==> src/rtl/uart_pkg.sv <==
// ----------------------------------------------------------------------------
// uart_pkg
// Shared types and constants for the UART byte transmitter.
//   DATA_BITS    : payload width of one frame (8)
//   tx_state_t   : transmitter FSM states
//   clks_per_bit : clock cycles per line bit, CLK_HZ/BAUD truncated
// Configuration macro: UART_TX_PARITY_EN adds the PARITY state (8E1 framing).
// ----------------------------------------------------------------------------
package uart_pkg;

    localparam int unsigned DATA_BITS = 8;

`ifdef UART_TX_PARITY_EN
    typedef enum logic [2:0] {IDLE, START, DATA, PARITY, STOP} tx_state_t;
`else
    typedef enum logic [2:0] {IDLE, START, DATA, STOP} tx_state_t;
`endif

    function automatic int unsigned clks_per_bit(input int unsigned clk_hz,
                                                 input int unsigned baud);
        return clk_hz / baud;
    endfunction

endpackage

==> src/rtl/uart_byte_tx_if.sv <==
// ----------------------------------------------------------------------------
// uart_byte_tx_if
// Valid/ready byte handshake between a byte producer and uart_byte_tx.
//   tx_data  : byte to send, sampled on accept
//   tx_valid : request from the producer
//   tx_ready : transmitter idle and able to accept
//   tx_busy  : frame in progress
//   tx_done  : one-cycle pulse in the last cycle of the stop bit
// Modports: master (producer side), slave (transmitter side).
// ----------------------------------------------------------------------------
interface uart_byte_tx_if;
    import uart_pkg::*;

    logic [DATA_BITS-1:0] tx_data;
    logic                 tx_valid;
    logic                 tx_ready;
    logic                 tx_busy;
    logic                 tx_done;

    modport master (output tx_data, output tx_valid,
                    input  tx_ready, input tx_busy, input tx_done);
    modport slave  (input  tx_data, input tx_valid,
                    output tx_ready, output tx_busy, output tx_done);
endinterface

==> src/rtl/uart_baud_tick.sv <==
// ----------------------------------------------------------------------------
// uart_baud_tick
// Bit-period counter. Counts 0..CLKS_PER_BIT-1 and wraps; held at 0 while
// clear is high so every bit period starts from a known phase.
//   clk, reset : clock, asynchronous active-high reset
//   clear      : force counter to 0 on the next edge
//   tick       : counter at terminal count CLKS_PER_BIT-1 (last cycle of a bit)
//   pre_tick   : counter at CLKS_PER_BIT-2 (one cycle before tick)
// CLKS_PER_BIT must be >= 2.
// ----------------------------------------------------------------------------
module uart_baud_tick #(
    parameter int unsigned CLKS_PER_BIT = 434
) (
    input  logic clk,
    input  logic reset,
    input  logic clear,
    output logic tick,
    output logic pre_tick
);
    localparam int unsigned CNT_W = (CLKS_PER_BIT > 2) ? $clog2(CLKS_PER_BIT) : 1;
    localparam logic [CNT_W-1:0] LAST = CNT_W'(CLKS_PER_BIT - 1);
    localparam logic [CNT_W-1:0] PRE  = CNT_W'(CLKS_PER_BIT - 2);

    logic [CNT_W-1:0] cnt_q, cnt_d;

    always_comb begin
        cnt_d = cnt_q + 1'b1;
        if (clear || (cnt_q == LAST)) begin
            cnt_d = '0;
        end
    end

    // NOTE: state flops use non-blocking assignments so every flop samples
    // pre-edge values; next-state logic lives in always_comb with blocking.
    always_ff @(posedge clk or posedge reset) begin
        if (reset) begin
            cnt_q <= '0;
        end else begin
            cnt_q <= cnt_d;
        end
    end

    assign tick     = (cnt_q == LAST);
    assign pre_tick = (cnt_q == PRE);
endmodule

==> src/rtl/uart_byte_tx.sv <==
// ----------------------------------------------------------------------------
// uart_byte_tx
// Serialises one byte per handshake onto uart_txd as 8N1, or 8E1 when the
// UART_TX_PARITY_EN macro is defined.
//   clk, reset : clock, asynchronous active-high reset
//   tx_if      : slave side of the valid/ready byte handshake
//   uart_txd   : serial line, idle high
// Every output comes straight from a flop; the _d values are computed from
// the next state so the line changes in the cycle after the decision edge.
// ----------------------------------------------------------------------------
module uart_byte_tx
    import uart_pkg::*;
#(
    parameter int unsigned CLK_HZ = 50_000_000,
    parameter int unsigned BAUD   = 115200
) (
    input  logic           clk,
    input  logic           reset,
    uart_byte_tx_if.slave  tx_if,
    output logic           uart_txd
);
    localparam int unsigned CLKS_PER_BIT = clks_per_bit(CLK_HZ, BAUD);
    localparam int unsigned IDX_W        = $clog2(DATA_BITS);
    localparam logic [IDX_W-1:0] LAST_IDX = IDX_W'(DATA_BITS - 1);

    tx_state_t            state_q, state_d;
    logic [DATA_BITS-1:0] shift_q, shift_d;
    logic [IDX_W-1:0]     bit_idx_q, bit_idx_d;
    logic                 txd_q, txd_d;
    logic                 ready_q, ready_d;
    logic                 busy_q, busy_d;
    logic                 done_q, done_d;
`ifdef UART_TX_PARITY_EN
    logic                 parity_q, parity_d;
`endif

    logic tick;
    logic pre_tick;

    // Counter is held clear in IDLE so the start bit begins at phase 0; every
    // later state change happens on tick, where the counter wraps to 0 anyway.
    uart_baud_tick #(.CLKS_PER_BIT(CLKS_PER_BIT)) u_baud (
        .clk      (clk),
        .reset    (reset),
        .clear    (state_q == IDLE),
        .tick     (tick),
        .pre_tick (pre_tick)
    );

    // NOTE: every signal gets its hold value first so no path leaves it
    // unassigned, which would otherwise infer a latch.
    always_comb begin
        state_d   = state_q;
        shift_d   = shift_q;
        bit_idx_d = bit_idx_q;
`ifdef UART_TX_PARITY_EN
        parity_d  = parity_q;
`endif
        done_d    = 1'b0;

        case (state_q)
            IDLE: begin
                if (tx_if.tx_valid && ready_q) begin
                    state_d   = START;
                    shift_d   = tx_if.tx_data;
                    bit_idx_d = '0;
`ifdef UART_TX_PARITY_EN
                    parity_d  = ^tx_if.tx_data;
`endif
                end
            end
            START: begin
                if (tick) state_d = DATA;
            end
            DATA: begin
                if (tick) begin
                    if (bit_idx_q == LAST_IDX) begin
`ifdef UART_TX_PARITY_EN
                        state_d = PARITY;
`else
                        state_d = STOP;
`endif
                    end else begin
                        bit_idx_d = bit_idx_q + 1'b1;
                        shift_d   = shift_q >> 1;
                    end
                end
            end
`ifdef UART_TX_PARITY_EN
            PARITY: begin
                if (tick) state_d = STOP;
            end
`endif
            STOP: begin
                // Registered, so raise it one cycle early to land in the last stop cycle.
                done_d = pre_tick;
                if (tick) state_d = IDLE;
            end
            default: state_d = IDLE;
        endcase

        // Line level follows the state being entered, keeping uart_txd a flop.
        txd_d = 1'b1;
        case (state_d)
            START:   txd_d = 1'b0;
            DATA:    txd_d = shift_d[0];
`ifdef UART_TX_PARITY_EN
            PARITY:  txd_d = parity_d;
`endif
            default: txd_d = 1'b1;
        endcase

        ready_d = (state_d == IDLE);
        busy_d  = (state_d != IDLE);
    end

    always_ff @(posedge clk or posedge reset) begin
        if (reset) begin
            state_q   <= IDLE;
            shift_q   <= '0;
            bit_idx_q <= '0;
            txd_q     <= 1'b1;
            ready_q   <= 1'b1;
            busy_q    <= 1'b0;
            done_q    <= 1'b0;
`ifdef UART_TX_PARITY_EN
            parity_q  <= 1'b0;
`endif
        end else begin
            state_q   <= state_d;
            shift_q   <= shift_d;
            bit_idx_q <= bit_idx_d;
            txd_q     <= txd_d;
            ready_q   <= ready_d;
            busy_q    <= busy_d;
            done_q    <= done_d;
`ifdef UART_TX_PARITY_EN
            parity_q  <= parity_d;
`endif
        end
    end

    assign uart_txd       = txd_q;
    assign tx_if.tx_ready = ready_q;
    assign tx_if.tx_busy  = busy_q;
    assign tx_if.tx_done  = done_q;
endmodule
==> src/flat_wrapper.sv <==
// flat-port wrapper written by rule: the top's interface ports become plain ports
module uart_byte_tx_flat import uart_pkg::*;
#(
    parameter int unsigned CLK_HZ = 50_000_000,
    parameter int unsigned BAUD   = 115200
)
  (clk, reset, uart_txd, tx_if_tx_data, tx_if_tx_valid, tx_if_tx_ready, tx_if_tx_busy, tx_if_tx_done);
  uart_byte_tx_if tx_if_i ();
  input  logic clk;
  input  logic reset;
  output logic uart_txd;
  input wire logic [$bits(tx_if_i.tx_data)-1:0] tx_if_tx_data;
  input wire logic [$bits(tx_if_i.tx_valid)-1:0] tx_if_tx_valid;
  output wire logic [$bits(tx_if_i.tx_ready)-1:0] tx_if_tx_ready;
  output wire logic [$bits(tx_if_i.tx_busy)-1:0] tx_if_tx_busy;
  output wire logic [$bits(tx_if_i.tx_done)-1:0] tx_if_tx_done;
  assign tx_if_i.tx_data = tx_if_tx_data;
  assign tx_if_i.tx_valid = tx_if_tx_valid;
  assign tx_if_tx_ready = tx_if_i.tx_ready;
  assign tx_if_tx_busy = tx_if_i.tx_busy;
  assign tx_if_tx_done = tx_if_i.tx_done;
  uart_byte_tx #(.CLK_HZ(CLK_HZ), .BAUD(BAUD)) u_core (.clk(clk), .reset(reset), .tx_if(tx_if_i), .uart_txd(uart_txd));
endmodule
==> config.mk <==
export PLATFORM = sky130hd
export DESIGN_NAME = uart_byte_tx_flat
export DESIGN_NICKNAME = d
export VERILOG_FILES = /design/src/rtl/uart_pkg.sv /design/src/rtl/uart_byte_tx_if.sv /design/src/rtl/uart_baud_tick.sv /design/src/rtl/uart_byte_tx.sv /design/src/flat_wrapper.sv
export SDC_FILE = /design/constraint.sdc
export NUM_CORES = 1
export LEC_CHECK = 0
export ABC_AREA = 1
export CELL_PAD_IN_SITES_DETAIL_PLACEMENT = 1
export CELL_PAD_IN_SITES_GLOBAL_PLACEMENT = 1
export CORE_ASPECT_RATIO = 0.6
export CORE_UTILIZATION = 41
export CTS_CLUSTER_DIAMETER = 100
export DETAILED_ROUTE_END_ITERATION = 8
export PLACE_DENSITY_LB_ADDON = 0.15
export SYNTH_ARGS = -nofsm -noshare
export SYNTH_HDL_FRONTEND = slang
export SYNTH_SLANG_ARGS = --single-unit
==> constraint.sdc <==
create_clock -name clk -period 2.2 [get_ports clk]
set_clock_uncertainty 0.15 [all_clocks]
set_input_delay 0.33 -clock clk [delete_from_list [all_inputs] [get_ports clk]]
set_output_delay 0.33 -clock clk [all_outputs]
set_load 0.03 [all_outputs]
==> flow_results.xml <==
<?xml version="1.0" encoding="UTF-8"?>
<metrics>
  <group name="outcome">
    <metric name="status" unit="">finished clean</metric>
  </group>
  <group name="yosys">
    <metric name="post_synth_mux_area_share" unit="%">0</metric>
    <metric name="synth_adder_area_share" unit="%">4.51</metric>
    <metric name="synth-compound-area-share" unit="%">4.33</metric>
    <metric name="synth_warnings" unit="">0</metric>
    <metric name="avg_synthesized_cell_area" unit="µm²">8.26</metric>
    <metric name="synthCells" unit="">168</metric>
    <metric name="mappedNetlistArea" unit="µm²">1390</metric>
    <metric name="synth_simple_gate_area_share" unit="%">35.0</metric>
    <metric name="seq_area_frac_synth" unit="%">48.9</metric>
    <metric name="synth_nets" unit="">184</metric>
    <metric name="yosys.area_share.xor_xnor" unit="%">0</metric>
    <metric name="ys_seq_elements" unit="">27</metric>
    <metric name="yosys.cell_types.count" unit="">25</metric>
    <metric name="dominant_combinational_cell_family_by_area_after_synthesis" unit="">simple AND/OR/NAND/NOR gates</metric>
  </group>
  <group name="finish">
    <metric name="post_route_cells_drive_above_1_share" unit="%">10.7</metric>
    <metric name="layout-area-overhead-vs-synth" unit="%">17.7</metric>
    <metric name="filler_cell_count" unit="">390</metric>
    <metric name="commonest_cells_after_routing_fill_and_taps_aside" unit="">sky130_fd_sc_hd__nand2_1 (45), sky130_fd_sc_hd__dfrtp_1 (25), sky130_fd_sc_hd__inv_1 (24), sky130_fd_sc_hd__nand3_1 (18), sky130_fd_sc_hd__clkdlybuf4s50_1 (14)</metric>
    <metric name="final_common_cell" unit="">sky130_fd_sc_hd__nand2_1</metric>
    <metric name="diodes" unit="">0</metric>
    <metric name="finalInstanceArea" unit="µm²">1630</metric>
    <metric name="finalNetCount" unit="">204</metric>
  </group>
  <group name="clock_tree">
    <metric name="htreeDepth" unit="">1</metric>
    <metric name="cts.sinks" unit="">27</metric>
    <metric name="cts-buffers-inserted" unit="">3</metric>
    <metric name="cts_buffer_depth" unit="">2</metric>
    <metric name="post-cts-setup-buffer-count" unit="">0</metric>
    <metric name="worstSkewPairLatency" unit="ps">270</metric>
    <metric name="clock_tree.root_cell" unit="">sky130_fd_sc_hd__clkbuf_8</metric>
    <metric name="cts_tree" unit="">built</metric>
    <metric name="cts_hold_repair.buffers" unit="">0</metric>
    <metric name="cts_repair_resize_count" unit="">0</metric>
    <metric name="clk_pin_slew" unit="ps">90</metric>
  </group>
  <group name="routing">
    <metric name="drt.antenna.violating_nets" unit="">0</metric>
    <metric name="routed_via_density" unit="">4.91</metric>
    <metric name="dr.pass1.iters" unit="">4</metric>
    <metric name="routedWlPerCell" unit="µm">13.2</metric>
    <metric name="drt_first_iter_violations" unit="">28</metric>
    <metric name="drc_violation_count_after_routing" unit="">0</metric>
    <metric name="dr_total_vias" unit="">1125</metric>
    <metric name="drt-total-wl" unit="mm">3.03</metric>
  </group>
  <group name="power">
    <metric name="cell_internal_pwr" unit="µW">791</metric>
    <metric name="power.share.sequential" unit="%">55.0</metric>
    <metric name="power.switching" unit="µW">336</metric>
    <metric name="vdd_drop_max" unit="mV">0.282</metric>
    <metric name="swShare" unit="%">29.8</metric>
    <metric name="share_comb_of_total_power" unit="%">20.8</metric>
    <metric name="total_leakage_power" unit="nW">0.806</metric>
    <metric name="share_clk_of_total_power" unit="%">24.2</metric>
    <metric name="total_power_consumption_of_the_routed_design" unit="mW">1.13</metric>
    <metric name="total_power_per_unit_cell_area" unit="nW/µm²">690</metric>
  </group>
  <group name="setup_path">
    <metric name="critical_path.max_stage_delay" unit="ps">670</metric>
    <metric name="worstReg2RegStart" unit="">u_core.u_baud.cnt_q[1]$_DFF_PP0_</metric>
    <metric name="ff2ff_path_depth" unit="">9</metric>
    <metric name="critical_path_peak_fanout" unit="">2</metric>
    <metric name="path_delay_family" unit="">buffers and inverters</metric>
    <metric name="critPathSlowestCell" unit="">sky130_fd_sc_hd__clkdlybuf4s50_1</metric>
    <metric name="setup.worst_path.start_class" unit="">register</metric>
    <metric name="crit_path_cell_trace" unit="">clkdlybuf4s50_1</metric>
    <metric name="r2r-end" unit="">u_core.shift_q[5]$_DFFE_PP0P_</metric>
    <metric name="crit_buf_inv" unit="">1</metric>
    <metric name="endpoint_kind_of_the_worst_setup_timing_path" unit="">output port</metric>
    <metric name="reg2reg_slack" unit="ps">400</metric>
    <metric name="worst-endpoint-arrival" unit="ps">1480</metric>
    <metric name="timing_worst_setup_path_type" unit="">reg -&gt; out</metric>
    <metric name="cp.required" unit="ps">1720</metric>
  </group>
  <group name="sta">
    <metric name="timing.final.ws_setup" unit="ps">238</metric>
    <metric name="finalCritPeriodShare" unit="%">89.2</metric>
    <metric name="report.final.setup_viol" unit="">0</metric>
    <metric name="finalHoldViolations" unit="">0</metric>
    <metric name="setup_repair_after_global_routing_missed_its_margin" unit="">no</metric>
    <metric name="fmax" unit="MHz">510</metric>
    <metric name="slew_viol_final" unit="">0</metric>
    <metric name="finalWorstPathRequiredPeriod" unit="ps">1960</metric>
    <metric name="final.setup.tns" unit="ps">0</metric>
  </group>
  <group name="global_routing">
    <metric name="groute.usage.overall" unit="%">19.9</metric>
    <metric name="gr-total-overflow" unit="">0</metric>
    <metric name="grt_max_degree" unit="">28</metric>
    <metric name="grt_pass1_vias" unit="">1133</metric>
    <metric name="grt_antenna_before_repair" unit="">0</metric>
    <metric name="wire_length_of_the_first_global_routing_pass" unit="mm">5.38</metric>
  </group>
  <group name="floorplanning">
    <metric name="pin_count" unit="">15</metric>
    <metric name="core_area" unit="µm²">3040</metric>
    <metric name="floorplan.initialDensity" unit="%">45.6</metric>
    <metric name="die_y" unit="µm">47.1</metric>
    <metric name="std_cell_rows" unit="">15</metric>
    <metric name="die_x" unit="µm">77.1</metric>
    <metric name="design.die.area" unit="µm²">3630</metric>
  </group>
  <group name="min_path">
    <metric name="hold_path.class" unit="">in -&gt; async</metric>
  </group>
  <group name="placed_design">
    <metric name="dp_worst_setup_slack" unit="ps">342</metric>
    <metric name="place_area" unit="µm²">1590</metric>
    <metric name="detailedPlacementHpwl" unit="mm">2.39</metric>
    <metric name="placer_congestion" unit="">0.772</metric>
    <metric name="portBuffers" unit="">14</metric>
  </group>
  <group name="flow_run">
    <metric name="drv_cap" unit="">0</metric>
  </group>
</metrics>
## worst max path at each step
| stage | slack, ps | from | end | depth (start not counted) |
|---|---|---|---|---|
| after floorplan | 610 | u_core.u_baud.cnt_q[1]$_DFF_PP0_ | u_core.shift_q[2]$_DFFE_PP0P_ | 9 |
| after global placement | 410 | tx_if_tx_valid | u_core.shift_q[1]$_DFFE_PP0P_ | 7 |
| after detailed placement | 340 | tx_if_tx_valid | u_core.shift_q[1]$_DFFE_PP0P_ | 7 |
| after CTS | 230 | u_core.tx_if.tx_ready$_DFF_PP1_ | tx_if_tx_ready | 1 |
| after global routing | 200 | u_core.tx_if.tx_ready$_DFF_PP1_ | tx_if_tx_ready | 1 |
| final | 240 | u_core.tx_if.tx_ready$_DFF_PP1_ | tx_if_tx_ready | 1 |
## registers in the layout, indices dropped and copies added, names as in the netlist
signal / count
u_core.state_q: 3
u_core.bit_idx_q: 3
u_core.tx_if.tx_busy: 1
u_core.uart_txd: 1
u_core.tx_if.tx_ready: 1
u_core.tx_if.tx_done: 1
u_core.shift_q: 8
u_core.u_baud.cnt_q: 9
## Yosys cell counts (all sizes together)
library cell   n  area (µm²)
dfrtp         25         626
o21ai          3        26.3
a21oi          4        20.0
o211ai         1        7.51
o22ai          1        6.26
nor3           8        40.0
and3           1        6.26
dfstp          2        52.6
conb           1        3.75
nand3         20         118
nand4          3        18.8
ha             5        62.6
nor2          17        95.1
nor3b          1        7.51
nor4           1        6.26
inv           26        97.6
nand2         49         194
## per-stage QoR
stage,util (%),hold slack [ps],std cells
floorplan,-,231,168
global placement,52.2,307,225
detailed placement,52.2,321,225
CTS,53.7,318,229
global route,53.7,338,229
finish,53.7,306,229
## cells by family (layout without fill, tap and decap cells)
family          Yosys count  after routing
buf+inv                  26             45
simple gates            100            100
compound gates            9              9
flops                    27             27
fa+ha+maj                 5              5
other cells               1              1
## power by group through the flow
stage               Sequential (mW)  Clock [mW]  Combinational [mW]
floorplan                     0.632           0               0.144
global placement              0.625           0               0.222
detailed placement            0.628           0               0.237
CTS                           0.620       0.287               0.238
global route                  0.631       0.306               0.268
finish                        0.619       0.272               0.235
## per-layer routing
layer / track usage (%) / part of all wire [%] / routed length (µm) / up-vias
met2: 32.5 / 44 / 1340 / 12
met3: 4.85 / 2.8 / 85 / 2
met5: 0 / 0 / 0 / -
met4: 3.40 / 0.26 / 8 / 0
met1: 27.8 / 53 / 1600 / 543
li1: - / - / - / 568
## area by class of cell
type | count | area (µm²) | area share, %
flip-flops and latches | 27 | 678 | 41.5
multi-input cells | 115 | 612 | 37.5
repair buffers | 15 | 148 | 9.04
inverters | 26 | 97.6 | 5.98
well taps | 42 | 52.6 | 3.22
clock buffers | 4 | 45.0 | 2.76
(Power assumes the default switching activity.)
